===== config.mk =====
export PLATFORM = sky130hd
export DESIGN_NAME = wb_noc_initiator_ni_flat
export DESIGN_NICKNAME = d
export VERILOG_FILES = /design/src/rtl/wb_noc_initiator_ni_pkg.sv /design/src/rtl/wb_noc_initiator_ni_if.sv /design/src/rtl/wb_noc_initiator_ni.sv /design/src/flat_wrapper.sv
export SDC_FILE = /design/constraint.sdc
export NUM_CORES = 1
export LEC_CHECK = 0
export ABC_AREA = 1
export ABC_CLOCK_PERIOD_IN_PS = 2000
export CELL_PAD_IN_SITES_DETAIL_PLACEMENT = 0
export CELL_PAD_IN_SITES_GLOBAL_PLACEMENT = 1
export CORE_ASPECT_RATIO = 1.5
export CORE_MARGIN = 1.5
export CORE_UTILIZATION = 32
export CTS_CLUSTER_DIAMETER = 200
export DETAILED_ROUTE_END_ITERATION = 10
export GPL_TIMING_DRIVEN = 0
export PLACE_DENSITY = 0.87
export SLEW_MARGIN = 20
export SYNTH_ARGS = -nofsm -noshare
export SYNTH_HDL_FRONTEND = slang
export SYNTH_SLANG_ARGS = --single-unit

===== constraint.sdc =====
create_clock -name clk -period 2 [get_ports clk]
set_clock_uncertainty 0.15 [all_clocks]
set_input_delay 0.4 -clock clk [delete_from_list [all_inputs] [get_ports clk]]
set_output_delay 0.4 -clock clk [all_outputs]
set_load 0.01 [all_outputs]

===== src/rtl/wb_noc_initiator_ni_pkg.sv =====
// Flit format shared by the initiator NI, the target NI and the router:
// type codes, widths and request/response head field positions.
package wb_noc_initiator_ni_pkg;

  localparam int FLIT_W = 34;
  localparam int NODE_W = 4;
  localparam int TAG_W  = 3;

  localparam logic [1:0] FT_BODY = 2'b00;
  localparam logic [1:0] FT_HEAD = 2'b01;
  localparam logic [1:0] FT_TAIL = 2'b10;

  localparam int HD_DST = 28;
  localparam int HD_SRC = 24;
  localparam int HD_WE  = 23;
  localparam int HD_ERR = 23;
  localparam int HD_SEL = 19;
  localparam int HD_TAG = 16;

  function automatic logic [31:0] req_head(input logic [NODE_W-1:0] dst,
                                           input logic [NODE_W-1:0] src,
                                           input logic              we,
                                           input logic [3:0]        sel,
                                           input logic [TAG_W-1:0]  tag);
    logic [31:0] h;
    h = '0;
    h[HD_DST +: NODE_W] = dst;
    h[HD_SRC +: NODE_W] = src;
    h[HD_WE]            = we;
    h[HD_SEL +: 4]      = sel;
    h[HD_TAG +: TAG_W]  = tag;
    return h;
  endfunction

endpackage


===== src/rtl/wb_noc_initiator_ni_if.sv =====
// Wishbone slave bus plus router tx/rx flit channels of the initiator NI.
// slave = NI side, master = core/router side.
interface wb_noc_initiator_ni_if;
  import wb_noc_initiator_ni_pkg::*;

  logic              wbs_cyc_i;
  logic              wbs_stb_i;
  logic              wbs_we_i;
  logic [31:0]       wbs_adr_i;
  logic [31:0]       wbs_dat_i;
  logic [3:0]        wbs_sel_i;
  logic              wbs_ack_o;
  logic              wbs_err_o;
  logic [31:0]       wbs_dat_o;
  logic [FLIT_W-1:0] tx_flit_o;
  logic              tx_valid_o;
  logic              tx_ready_i;
  logic [FLIT_W-1:0] rx_flit_i;
  logic              rx_valid_i;
  logic              rx_ready_o;

  modport slave (
    input  wbs_cyc_i, wbs_stb_i, wbs_we_i, wbs_adr_i, wbs_dat_i, wbs_sel_i,
    output wbs_ack_o, wbs_err_o, wbs_dat_o,
    output tx_flit_o, tx_valid_o,
    input  tx_ready_i,
    input  rx_flit_i, rx_valid_i,
    output rx_ready_o
  );

  modport master (
    output wbs_cyc_i, wbs_stb_i, wbs_we_i, wbs_adr_i, wbs_dat_i, wbs_sel_i,
    input  wbs_ack_o, wbs_err_o, wbs_dat_o,
    input  tx_flit_o, tx_valid_o,
    output tx_ready_i,
    output rx_flit_i, rx_valid_i,
    input  rx_ready_o
  );

endinterface


===== src/rtl/wb_noc_initiator_ni.sv =====
// Wishbone classic slave -> NoC request packet, waits for tagged response, then ack/err.
// Read: stb sampled -> ack 5 cycles later (write 6); tx flits held until tx_ready_i, rx only while waiting/idle.
module wb_noc_initiator_ni
  import wb_noc_initiator_ni_pkg::*;
#(
  parameter logic [NODE_W-1:0] NODE_ID  = '0,
  parameter int                DEST_LSB = 28,
  parameter int unsigned       TIMEOUT  = 1023
) (
  input  logic                 clk,
  input  logic                 rst_n,
  wb_noc_initiator_ni_if.slave bus
);

  typedef enum logic [2:0] {
    S_IDLE, S_HEAD, S_ADDR, S_DATA, S_WAIT_H, S_WAIT_D, S_TOUT, S_DONE
  } state_e;

  localparam logic [15:0] TOUT_CNT = 16'(TIMEOUT);

  state_e             r_state;
  logic [31:0]        r_adr;
  logic [31:0]        r_dat;
  logic [3:0]         r_sel;
  logic               r_we;
  logic [TAG_W-1:0]   r_tag;
  logic               r_err;
  logic [15:0]        r_cnt;
  logic [31:0]        r_rdat;
  logic               r_rx_rdy;

  state_e             w_state_nxt;
  logic               w_req;
  logic               w_rx_hs;
  logic [1:0]         w_rx_type;
  logic [TAG_W-1:0]   w_rx_tag;
  logic [15:0]        w_cnt_nxt;
  logic               w_tout;
  logic               w_tx_vld;
  logic [FLIT_W-1:0]  w_tx_flit;
  logic               w_done_live;

  assign w_req     = bus.wbs_cyc_i & bus.wbs_stb_i;
  assign w_rx_hs   = bus.rx_valid_i & r_rx_rdy;
  assign w_rx_type = bus.rx_flit_i[FLIT_W-1 -: 2];
  assign w_rx_tag  = bus.rx_flit_i[HD_TAG +: TAG_W];
  // Timeout fires on the edge where the counter would reach TIMEOUT.
  assign w_cnt_nxt = r_cnt + 16'd1;
  assign w_tout    = (w_cnt_nxt == TOUT_CNT);

  always_comb begin
    w_state_nxt = r_state;
    w_tx_vld    = 1'b0;
    w_tx_flit   = '0;
    case (r_state)
      S_IDLE: if (w_req) w_state_nxt = S_HEAD;
      S_HEAD: begin
        w_tx_vld  = 1'b1;
        w_tx_flit = {FT_HEAD, req_head(r_adr[DEST_LSB +: NODE_W], NODE_ID, r_we, r_sel, r_tag)};
        if (bus.tx_ready_i) w_state_nxt = S_ADDR;
      end
      S_ADDR: begin
        w_tx_vld  = 1'b1;
        w_tx_flit = {(r_we ? FT_BODY : FT_TAIL), r_adr};
        if (bus.tx_ready_i) w_state_nxt = r_we ? S_DATA : S_WAIT_H;
      end
      S_DATA: begin
        w_tx_vld  = 1'b1;
        w_tx_flit = {FT_TAIL, r_dat};
        if (bus.tx_ready_i) w_state_nxt = S_WAIT_H;
      end
      // Non-matching heads and all non-head flits are consumed and dropped here.
      S_WAIT_H: begin
        if (w_rx_hs && w_rx_type == FT_HEAD && w_rx_tag == r_tag) w_state_nxt = S_WAIT_D;
        else if (w_tout)                                            w_state_nxt = S_TOUT;
      end
      S_WAIT_D: begin
        if (w_rx_hs && w_rx_type == FT_TAIL) w_state_nxt = S_DONE;
        else if (w_tout)                     w_state_nxt = S_TOUT;
      end
      S_TOUT:  w_state_nxt = S_DONE;
      S_DONE:  w_state_nxt = S_IDLE;
      default: w_state_nxt = S_IDLE;
    endcase
  end

  always_ff @(posedge clk or negedge rst_n) begin
    if (!rst_n) begin
      r_state  <= S_IDLE;
      r_adr    <= '0;
      r_dat    <= '0;
      r_sel    <= '0;
      r_we     <= 1'b0;
      r_tag    <= '0;
      r_err    <= 1'b0;
      r_cnt    <= '0;
      r_rdat   <= '0;
      r_rx_rdy <= 1'b0;
    end else begin
      r_state  <= w_state_nxt;
      r_rx_rdy <= (w_state_nxt == S_IDLE) || (w_state_nxt == S_WAIT_H) ||
                  (w_state_nxt == S_WAIT_D);
      if (r_state == S_IDLE && w_req) begin
        r_adr <= bus.wbs_adr_i;
        r_dat <= bus.wbs_dat_i;
        r_sel <= bus.wbs_sel_i;
        r_we  <= bus.wbs_we_i;
        r_err <= 1'b0;
      end
      if (w_state_nxt == S_WAIT_H && r_state != S_WAIT_H)
        r_cnt <= '0;
      else if (r_state == S_WAIT_H || r_state == S_WAIT_D)
        r_cnt <= w_cnt_nxt;
      if (r_state == S_WAIT_H && w_state_nxt == S_WAIT_D)
        r_err <= bus.rx_flit_i[HD_ERR];
      if (r_state == S_WAIT_D && w_state_nxt == S_DONE && !r_we)
        r_rdat <= bus.rx_flit_i[31:0];
      if (r_state == S_TOUT)
        r_err <= 1'b1;
      if (r_state == S_DONE)
        r_tag <= r_tag + 1'b1;
    end
  end

  // A master that dropped the cycle gets no completion; the response is still drained.
  assign w_done_live   = (r_state == S_DONE) && w_req;
  assign bus.wbs_ack_o  = w_done_live && !r_err;
  assign bus.wbs_err_o  = w_done_live && r_err;
  assign bus.wbs_dat_o  = r_rdat;
  assign bus.tx_valid_o = w_tx_vld;
  assign bus.tx_flit_o  = w_tx_flit;
  assign bus.rx_ready_o = r_rx_rdy;

endmodule

===== src/flat_wrapper.sv =====
// flat-port wrapper written by rule: the top's interface ports become plain ports
module wb_noc_initiator_ni_flat import wb_noc_initiator_ni_pkg::*;
#(
  parameter logic [NODE_W-1:0] NODE_ID  = '0,
  parameter int                DEST_LSB = 28,
  parameter int unsigned       TIMEOUT  = 1023
)
  (clk, rst_n, bus_wbs_cyc_i, bus_wbs_stb_i, bus_wbs_we_i, bus_wbs_adr_i, bus_wbs_dat_i, bus_wbs_sel_i, bus_wbs_ack_o, bus_wbs_err_o, bus_wbs_dat_o, bus_tx_flit_o, bus_tx_valid_o, bus_tx_ready_i, bus_rx_flit_i, bus_rx_valid_i, bus_rx_ready_o);
  wb_noc_initiator_ni_if bus_i ();
  input  logic clk;
  input  logic rst_n;
  input wire logic [$bits(bus_i.wbs_cyc_i)-1:0] bus_wbs_cyc_i;
  input wire logic [$bits(bus_i.wbs_stb_i)-1:0] bus_wbs_stb_i;
  input wire logic [$bits(bus_i.wbs_we_i)-1:0] bus_wbs_we_i;
  input wire logic [$bits(bus_i.wbs_adr_i)-1:0] bus_wbs_adr_i;
  input wire logic [$bits(bus_i.wbs_dat_i)-1:0] bus_wbs_dat_i;
  input wire logic [$bits(bus_i.wbs_sel_i)-1:0] bus_wbs_sel_i;
  output wire logic [$bits(bus_i.wbs_ack_o)-1:0] bus_wbs_ack_o;
  output wire logic [$bits(bus_i.wbs_err_o)-1:0] bus_wbs_err_o;
  output wire logic [$bits(bus_i.wbs_dat_o)-1:0] bus_wbs_dat_o;
  output wire logic [$bits(bus_i.tx_flit_o)-1:0] bus_tx_flit_o;
  output wire logic [$bits(bus_i.tx_valid_o)-1:0] bus_tx_valid_o;
  input wire logic [$bits(bus_i.tx_ready_i)-1:0] bus_tx_ready_i;
  input wire logic [$bits(bus_i.rx_flit_i)-1:0] bus_rx_flit_i;
  input wire logic [$bits(bus_i.rx_valid_i)-1:0] bus_rx_valid_i;
  output wire logic [$bits(bus_i.rx_ready_o)-1:0] bus_rx_ready_o;
  assign bus_i.wbs_cyc_i = bus_wbs_cyc_i;
  assign bus_i.wbs_stb_i = bus_wbs_stb_i;
  assign bus_i.wbs_we_i = bus_wbs_we_i;
  assign bus_i.wbs_adr_i = bus_wbs_adr_i;
  assign bus_i.wbs_dat_i = bus_wbs_dat_i;
  assign bus_i.wbs_sel_i = bus_wbs_sel_i;
  assign bus_wbs_ack_o = bus_i.wbs_ack_o;
  assign bus_wbs_err_o = bus_i.wbs_err_o;
  assign bus_wbs_dat_o = bus_i.wbs_dat_o;
  assign bus_tx_flit_o = bus_i.tx_flit_o;
  assign bus_tx_valid_o = bus_i.tx_valid_o;
  assign bus_i.tx_ready_i = bus_tx_ready_i;
  assign bus_i.rx_flit_i = bus_rx_flit_i;
  assign bus_i.rx_valid_i = bus_rx_valid_i;
  assign bus_rx_ready_o = bus_i.rx_ready_o;
  wb_noc_initiator_ni #(.NODE_ID(NODE_ID), .DEST_LSB(DEST_LSB), .TIMEOUT(TIMEOUT)) u_core (.clk(clk), .rst_n(rst_n), .bus(bus_i));
endmodule

== Word-level counts from Yosys, hierarchy flattened ==
Cells that the tools add are included.

* Input port bits: 109
* Output and inout port bits: 70
* Register bits: 125
* Word-level logic and storage cells: 67

* Multiplexer cells: 17
* $add $sub $neg: 2
* Bitwise logic cells: 2
* Eq/ne operators: 15
* Reduce and logical (&&, ||, !) cells: 21

{| class="wikitable"
|+ Operator list
! operator !! count
|-
| $pmux W34 S3 || 1
|-
| $mux W16 || 2
|-
| $mux W3 || 8
|-
| $pmux W3 S8 || 1
|-
| $eq A3 B3 Y1 const B || 7
|-
| $add A16 B1 Y16 const B || 1
|-
| $eq A16 B10 Y1 const B || 1
|-
| $logic_and A1 B1 Y1 || 11
|-
| $eq A3 B2 Y1 const B || 2
|-
| $logic_not A3 Y1 || 2
|-
| $mux W1 || 4
|-
| $add A3 B1 Y3 const B || 1
|-
| $eq A3 B1 Y1 const B || 1
|-
| $eq A3 B3 Y1 || 1
|-
| $logic_or A1 B1 Y1 || 3
|-
| $ne A3 B3 Y1 const B || 1
|-
| $reduce_bool A3 Y1 || 1
|-
| $reduce_or A3 Y1 || 1
|-
| $and A1 B1 Y1 || 2
|-
| $eq A2 B1 Y1 const B || 1
|-
| $eq A2 B2 Y1 const B || 1
|-
| $logic_not A1 Y1 || 2
|-
| $mux W2 || 1
|-
| $reduce_bool A2 Y1 || 1
|}

== Depth between registers and ports, before layout ==
Gate-level depths: netlist (run 1).

* Word-level depth: 9
* Gate-level depth with buffers: 15
* Depth with buffers taken out: 15

== Worst setup path after synthesis (run 1) ==
No wires, ideal clock.

* Path type: register -> output
* Start: reg u_core.r_state[1]
* End: out bus_tx_flit_o[28]
* Slack: -12 ps
* Stages on the path, launching flop included: 7
* Path buffers: 2
* Data arrival time: 1,462 ps
* Required time: 1,450 ps
* Cell sequence: dfrtp_1 buf_2 nand2_1 nor2_1 clkbuf_1 nand2_1 a21boi_0

* Longest elaborated chain between the ends: 2
* Elaborated cells between the ends (all ways): 4
* Those cells by class: eq/ne (3); mux (1)

{| class="wikitable"
|+ Ends and longest elaborated chain
! element !! line !! RTL
|-
| start, declared || wb_noc_initiator_ni.sv:21 || <nowiki>state_e r_state;</nowiki>
|-
| start signal, assigned || wb_noc_initiator_ni.sv:100 || <nowiki>r_state <= w_state_nxt;</nowiki>
|-
| $eq A3 B2 Y1 or $eq A3 B1 Y1 (tied branches) || wb_noc_initiator_ni.sv:55 || <nowiki>case (r_state)</nowiki>
|-
| $pmux W34 S3 * || wb_noc_initiator_ni.sv:55 ||
|-
| end, declared || flat_wrapper.sv:21 || <nowiki>output wire logic [$bits(bus_i.tx_flit_o)-1:0] bus_tx_flit_o;</nowiki>
|}

Mark *: on every way between the ends. The rest lies on a longest branch, timed or not.

== Worst setup path after layout (run 1) ==
* Start: reg u_core.r_state[1]
* End: out bus_tx_flit_o[7]

The elaborated chain is that of the path after synthesis.

==> impl_results.md, run 1 <==
* Number of fill cells at about 1500
* EDFF count, synth at 0
* Number of global-route vias before repair at 4926
* Worst hold slack at 0.319 ns
* Asr flop ratio synth at 100%
* Syn avg cell area at 11.2 sq um
* DR iter-0 viols at about 230
* Starting Density at roughly 33%
* Flop-to-flop setup slack at -0.11 ns
* Data required time of the critical path at 1.45 ns
* Post-synth top flop: dfrtp_1
* Critical Path End: bus_tx_flit_o[7]
* Initial antenna violation count at 0
* FF-to-FF path depth at 5
* Worst skew pair latency at 0.41 ns
* FF-to-FF Start: u_core.r_state[0]$_DFF_PN0_
* Maximum vdd drop at 0.000714 V
* Worst setup margin at -0.357 ns
* First-pass DRT Iterations at 9
* Synthesized flop and latch total at 125
* Fin. max-slew vios at 0
* CTS Buffer Depth at 2
* Post-Syn Instances at 515
* Sequential cell area fraction in the yosys report at 54.3%
* Overall fraction of global-route tracks in use at between 10% and 20%
* Final net count at approximately 870
* Clock tree sinks at 125
* Final design utilization at 51.1%
* Post-synthesis cell type count at 38
* First-pass GRT wire length at 25.5 mm
* DP HPWL at 11.1 mm
* WL per Instance at 16.4 microns
* Crit end category: output port
* Crit path from: u_core.r_state[1]$_DFF_PN0_
* CTS clk-pin slew, worst paths at 0.05 ns
* Antenna cells at 0
* Fmax at 424 MHz
* Post-Synth XOR/XNOR Area at 0.761%
* CTS Buf Count at 17
* Die area at 0.0188 sq mm
* Post-Route WL at 16.0 mm
* Drt via density at 4.82
* Commonest non-fill, non-tap cell in the layout: clkdlybuf4s50_1
* Outcome: complete, but fails checks
* DRT antenna net count at 0
* Post-synthesis simple-gate area fraction at 13.5%
* Count of input and output buffers at 178
* Min Clock Period, post-route at 2.36 ns
* Die W at around 110 microns
* Largest family of logic cells by synthesized area: multiplexers
* Crit path DAT at 1.81 ns
* CTS tree: built
* Total of warnings raised by yosys at 0
* Die H at 167 microns
* IO Pins at 179
* Place WS at -0.889 ns
* CP max FO at 5
* Largest net degree at the start of global routing at 88
* DR DRC count at 5
* Post-synthesis mux area share at 19.0%
* Gr ovfl total at 0
* Critical R2R Capture: u_core.r_dat[22]$_DFFE_PN0P_
* Worst slew margin at 69.2%
* Post-Syn Nets at 627
* PwrDens at 1280 mW/mm^2
* RSZ-0062 raised after global routing: true
* Crit start category: register
* FP Rows at 59
* Synth Area in Adders at 0.652%
* Max Cap Viol at 0
* Tightest Pin Transition at around 0.46 ns
* Most frequent cells in the layout: clkdlybuf4s50_1, dfrtp_1, nand2_1
* Hold Path Class: in2async
* Fin. Hold Viols at 0
* Failing checks: design-rule violations, negative setup slack
* Synth Cell Area at roughly 0.0058 sq mm
* CP Class: reg2out
* LEAKAGE at around 4.0 nW
* Share of cells above drive strength 1 at between 30 and 40%
* Final number of setup-violating endpoints at 103
* Synth Area in Compound Gates at 7.33%
* H-tree depth at 4
* Root buffer cell: clkbuf_16
* Total core area at 0.0175 sq mm
* Fin crit share at 118%
* Via count of the routed design at 4700
* Total chip power at ~0.011 W
* Area Overhead vs Synth at 55.4%
* GPL Wtd Cong at 0.799
-- where the power goes --
| part | switching (W) | leakage (nW) | internal, W |
|---|---|---|---|
| Sequential | 0.000654 | 1.57 | 0.00358 |
| Combinational | 0.00187 | 2.19 | 0.00225 |
| Clock | 0.00112 | 0.279 | 0.00200 |
-- synthesized netlist by cell type (2+ instances only) --
master,n,share of area (%)
dfrtp_1,125,54
nand2_1,102,6.7
mux2_2,82,16
inv_1,36,2.3
a22o_1,21,3.2
nor2_1,21,1.4
nand3_1,18,1.6
mux2_1,15,2.9
o21ai_0,14,1.2
buf_2,11,0.96
nand4_1,9,0.98
o22ai_1,6,0.65
a22oi_1,5,0.65
a21boi_0,4,0.52
a21oi_1,4,0.35
clkbuf_1,4,0.26
nor2_2,4,0.43
nor2_4,4,0.78
buf_6,3,0.59
ha_1,3,0.65
xor2_1,3,0.46
nand3_2,2,0.35
nor3_1,2,0.17
o2111ai_1,2,0.30
xnor2_1,2,0.30
-- final cells by class --
type                    instances  area (sq um)  area share (%)
inverters                      38           148            1.65
plain buffers                  19           190            2.13
flip-flops and latches        125          3130            35.0
well taps                     213           267            2.98
repair buffers                218          2050            22.9
clock inverters                10           143            1.59
clock buffers                  19           453            5.06
multi-input cells             334          2560            28.7
-- critical path, cell delays in order, from the launching register on --
cell,delay (ns)
dfrtp_1,0.37
buf_6,0.14
inv_4,0.06
nor2_4,0.03
inv_2,0.08
nor2_4,0.05
buf_6,0.12
buf_6,0.12
buf_6,0.10
a22o_1,0.20
buf_6,0.12
-- logic make-up after synthesis --
| family | after synthesis |
|---|---|
| AND/OR/NAND/NOR | 169 |
| multiplexers | 97 |
| flip-flops | 125 |
| AO/OA/AOI/OAI | 59 |
| buffers and inverters | 57 |
| XOR/XNOR | 5 |
| adder cells (fa/ha/maj) | 3 |
-- through the flow --
| step | setup TNS, ns | cell area [sq um] | instances |
|---|---|---|---|
| final | -13.88 | 8950 | 976 |
| after global routing | -19.85 | 8950 | 976 |
| after global placement | -646.11 | 7810 | 906 |
| after CTS | -10.91 | 8810 | 969 |
| after detailed placement | -49.48 | 7840 | 907 |
| after floorplan | 0 | 5760 | 515 |
-- sequential cells by signal, indices dropped and copies added, names as in the netlist --
name                   cells
u_core.bus.wbs_dat_o      32
u_core.bus.rx_ready_o      1
u_core.r_dat              32
u_core.r_sel               4
u_core.r_state             3
u_core.r_err               1
u_core.r_cnt              16
u_core.r_adr              32
u_core.r_tag               3
u_core.r_we                1
-- repair_timing --
item                                    CTS  global route
hold endpoints to repair                 38             0
endpoints found under the setup margin  120            98
gates resized for setup                 212            34
hold buffers                              1             0
buffers inserted                         27             9
pin swaps                                16            20
gates cloned                              5             0
-- worst min path at each step --
stage / start / endpoint / cells after the start
2_1_floorplan: rst_n / u_core.bus.rx_ready_o$_DFF_PN0_ / 0
3_3_place_gp: u_core.bus.wbs_dat_o[23]$_DFFE_PN0P_ / u_core.bus.wbs_dat_o[23]$_DFFE_PN0P_ / 2
3_5_place_dp: rst_n / u_core.bus.wbs_dat_o[23]$_DFFE_PN0P_ / 1
4_1_cts: rst_n / u_core.r_adr[16]$_DFFE_PN0P_ / 2
5_1_grt: rst_n / u_core.bus.wbs_dat_o[16]$_DFFE_PN0P_ / 2
6_report: rst_n / u_core.r_adr[16]$_DFFE_PN0P_ / 2
-- metal layers --
layer | vias to the layer above | GRT usage, % | share of wire (%)
met5 | - | 0 | 0
met4 | 0 | 6.38 | 2.2
met3 | 27 | 4.71 | 5.3
met2 | 130 | 33.1 | 56
met1 | 2306 | 18.2 | 36
li1 | 2237 | - | -
No activity file was read; power rests on OpenSTA's default activity.
==> run 2, diff against run 1 <==
--- a/config.mk
+++ b/config.mk
@@ -7,6 +7,7 @@
 export LEC_CHECK = 0
 export ABC_AREA = 1
 export ABC_CLOCK_PERIOD_IN_PS = 2000
+export CAP_MARGIN = 20
 export CELL_PAD_IN_SITES_DETAIL_PLACEMENT = 0
 export CELL_PAD_IN_SITES_GLOBAL_PLACEMENT = 1
 export CORE_ASPECT_RATIO = 1.5
@@ -16,7 +17,6 @@
 export DETAILED_ROUTE_END_ITERATION = 10
 export GPL_TIMING_DRIVEN = 0
 export PLACE_DENSITY = 0.87
-export SLEW_MARGIN = 20
 export SYNTH_ARGS = -nofsm -noshare
 export SYNTH_HDL_FRONTEND = slang
 export SYNTH_SLANG_ARGS = --single-unit
==> run 2 against run 1 <==
  * The run still ends with design-rule violations, negative setup slack left
  * Final area barely moved
  * Combinational power about the same
  * Non-clock buffer count is the same
  * Fmax about the same
  * Global-route usage unchanged
  * Setup slack about the same
  * Hold slack improved by 0.0099 ns
  * Power about the same
  * Register-to-register slack is essentially flat
  * Clock-buffer cell count stayed put
  * Clock power barely moved
  * Die area is the same
  * Largest power group unchanged
  * Highest routed layer unchanged
==> impl_results.md, run 2 (same netlist as run 1, synthesis figures left out) <==
* FF-to-FF path depth at 5 (unchanged)
* Starting Density at 32.9% (unchanged)
* Drt via density at 4.82 (unchanged)
* Commonest non-fill, non-tap cell in the layout: clkdlybuf4s50_1 (unchanged)
* Most frequent cells in the layout: clkdlybuf4s50_1, dfrtp_1, nand2_1 (unchanged)
* First-pass GRT wire length at 25.5 mm (unchanged)
* Min Clock Period, post-route at 2.36 ns (about the same)
* Crit path DAT at 1.81 ns (about the same)
* RSZ-0062 raised after global routing: true (unchanged)
* Area Overhead vs Synth at 55.4% (about the same)
* Tightest Pin Transition at 0.463 ns (about the same)
* Count of input and output buffers at 178 (unchanged)
* Die H at 167 microns (unchanged)
* Total chip power at 0.0115 W (about the same)
* Antenna cells at 0 (unchanged)
* Worst slew margin at 69.1% (was 69.2%)
* Fin crit share at 118% (about the same)
* FF-to-FF Start: u_core.r_state[0]$_DFF_PN0_ (unchanged)
* IO Pins at 179 (unchanged)
* DRT antenna net count at 0 (unchanged)
* DR iter-0 viols at 226 (unchanged)
* Met2 WL post-DR at 8.98 mm (about the same)
* Crit end category: output port (unchanged)
* CP max FO at 5 (unchanged)
* Fin. max-slew vios at 0 (unchanged)
* Flop-to-flop setup slack at -0.11 ns (about the same)
* Largest net degree at the start of global routing at 88 (unchanged)
* Worst skew pair latency at 0.41 ns (about the same)
* Fin. Hold Viols at 0 (unchanged)
* Data required time of the critical path at 1.45 ns (about the same)
* Number of fill cells at 1546 (unchanged)
* Via count of the routed design at 4700 (unchanged)
* PwrDens at 1280 mW/mm^2 (about the same)
* Layout Cells excl Fill at 976 (unchanged)
* DP HPWL at 11.1 mm (about the same)
* Met1 Wirelength at 5.83 mm (was 5.82 mm)
* Maximum vdd drop at 0.000714 V (about the same)
* Share of cells above drive strength 1 at 34.1% (unchanged)
* Met3 wire length at 848 microns (was 846 microns)
* Overall fraction of global-route tracks in use at 17.5% (unchanged)
* Crit start category: register (unchanged)
* Crit path from: u_core.r_state[1]$_DFF_PN0_ (unchanged)
* CTS tree: built (unchanged)
* GPL Wtd Cong at 0.799 (unchanged)
* DR DRC count at 5 (unchanged)
* Final number of setup-violating endpoints at 102 (was 103)
* CTS clk-pin slew, worst paths at 0.05 ns (about the same)
* Gr ovfl total at 0 (unchanged)
* Number of global-route vias before repair at 4926 (unchanged)
* Initial antenna violation count at 0 (unchanged)
* First-pass DRT Iterations at 9 (unchanged)
* CP Class: reg2out (unchanged)
* Die W at 113 microns (unchanged)
* FP Rows at 59 (unchanged)
* Setup tns final at -13.86 ns (was -13.88 ns)
* Placed cells at 907 (unchanged)
* Top Layer Used: met4 (unchanged)
* Die area at 0.0188 sq mm (unchanged)
* CTS Buffer Depth at 2 (unchanged)
* H-tree depth at 4 (unchanged)
* Worst setup margin at -0.358 ns (was -0.357 ns)
* Failing checks: design-rule violations, negative setup slack (unchanged)
* Critical R2R Capture: u_core.r_dat[22]$_DFFE_PN0P_ (unchanged)
* Max Cap Viol at 0 (unchanged)
* Hold Path Class: in2async (unchanged)
* LEAKAGE at 4.04 nW (about the same)
* CTS Buf Count at 17 (unchanged)
* Final net count at 865 (unchanged)
* WL per Instance at 16.4 microns (about the same)
* Post-Route WL at 16.0 mm (about the same)
* Root buffer cell: clkbuf_16 (unchanged)
* Fmax at 424 MHz (about the same)
* Total core area at 0.0175 sq mm (unchanged)
* Outcome: complete, but fails checks (unchanged)
* Clock tree sinks at 125 (unchanged)
-- run 2: metal layers --
| metal | vias up | GRT usage [%] |
|---|---|---|
| met4 | 0 | 6.38 |
| met3 | 27 | 4.71 |
| met2 | 130 | 33.1 |
| met1 | 2305 | 18.2 |
| met5 | - | 0 |
| li1 | 2238 | - |
-- run 2: stage by stage --
| stage | hold slack [ns] | utilization [%] | instance area (sq um) | setup slack (ns) |
|---|---|---|---|---|
| after floorplan | -0.0456 | - | 5760 | 0.0716 |
| after global placement | 0.316 | 44.6 | 7810 | -4.80 |
| after detailed placement | 0.199 | 44.8 | 7840 | -0.889 |
| after CTS | 0.336 | 50.4 | 8810 | -0.401 |
| after global routing | 0.354 | 51.1 | 8940 | -0.421 |
| final | 0.329 | 51.1 | 8940 | -0.358 |
-- run 2: worst max path at each step --
stage | depth (start not counted) | to
floorplan | 6 | bus_tx_flit_o[28]
global placement | 1 | u_core.bus.wbs_dat_o[9]$_DFFE_PN0P_
detailed placement | 9 | bus_tx_flit_o[18]
CTS | 11 | bus_tx_flit_o[22]
global route | 10 | bus_tx_flit_o[7]
finish | 10 | bus_tx_flit_o[7]
-- run 2: final cells by class --
type,instances,area [sq um],share of cell area [%]
Sequential cell,125,3130,35.0
Multi-Input combinational cell,334,2560,28.7
Timing Repair Buffer,218,2040,22.9
Clock buffer,19,453,5.07
Tap cell,213,267,2.98
Buffer,19,190,2.13
Inverter,38,148,1.65
Clock inverter,10,143,1.60
-- run 2: critical path: stages, from the launching register on --
cell and delay, ns:
dfrtp_1 0.37, buf_6 0.14, inv_4 0.06, nor2_4 0.03, inv_2 0.08, nor2_4 0.05, buf_6 0.12, buf_6 0.12
buf_6 0.10, a22o_1 0.20, buf_6 0.12
-- run 2: report_power, final --
group	switching (W)	internal, W
Sequential	0.000654	0.00358
Clock	0.00112	0.00200
Combinational	0.00186	0.00225
-- run 2: repair_timing --
item | CTS | global route
setup endpoints to repair | 120 | 98
endpoints found under the hold margin | 38 | 0
cloned | 5 | 0
hold buffers | 1 | 0
buffers inserted | 27 | 9
gates resized for setup | 212 | 34
pin swaps | 16 | 20
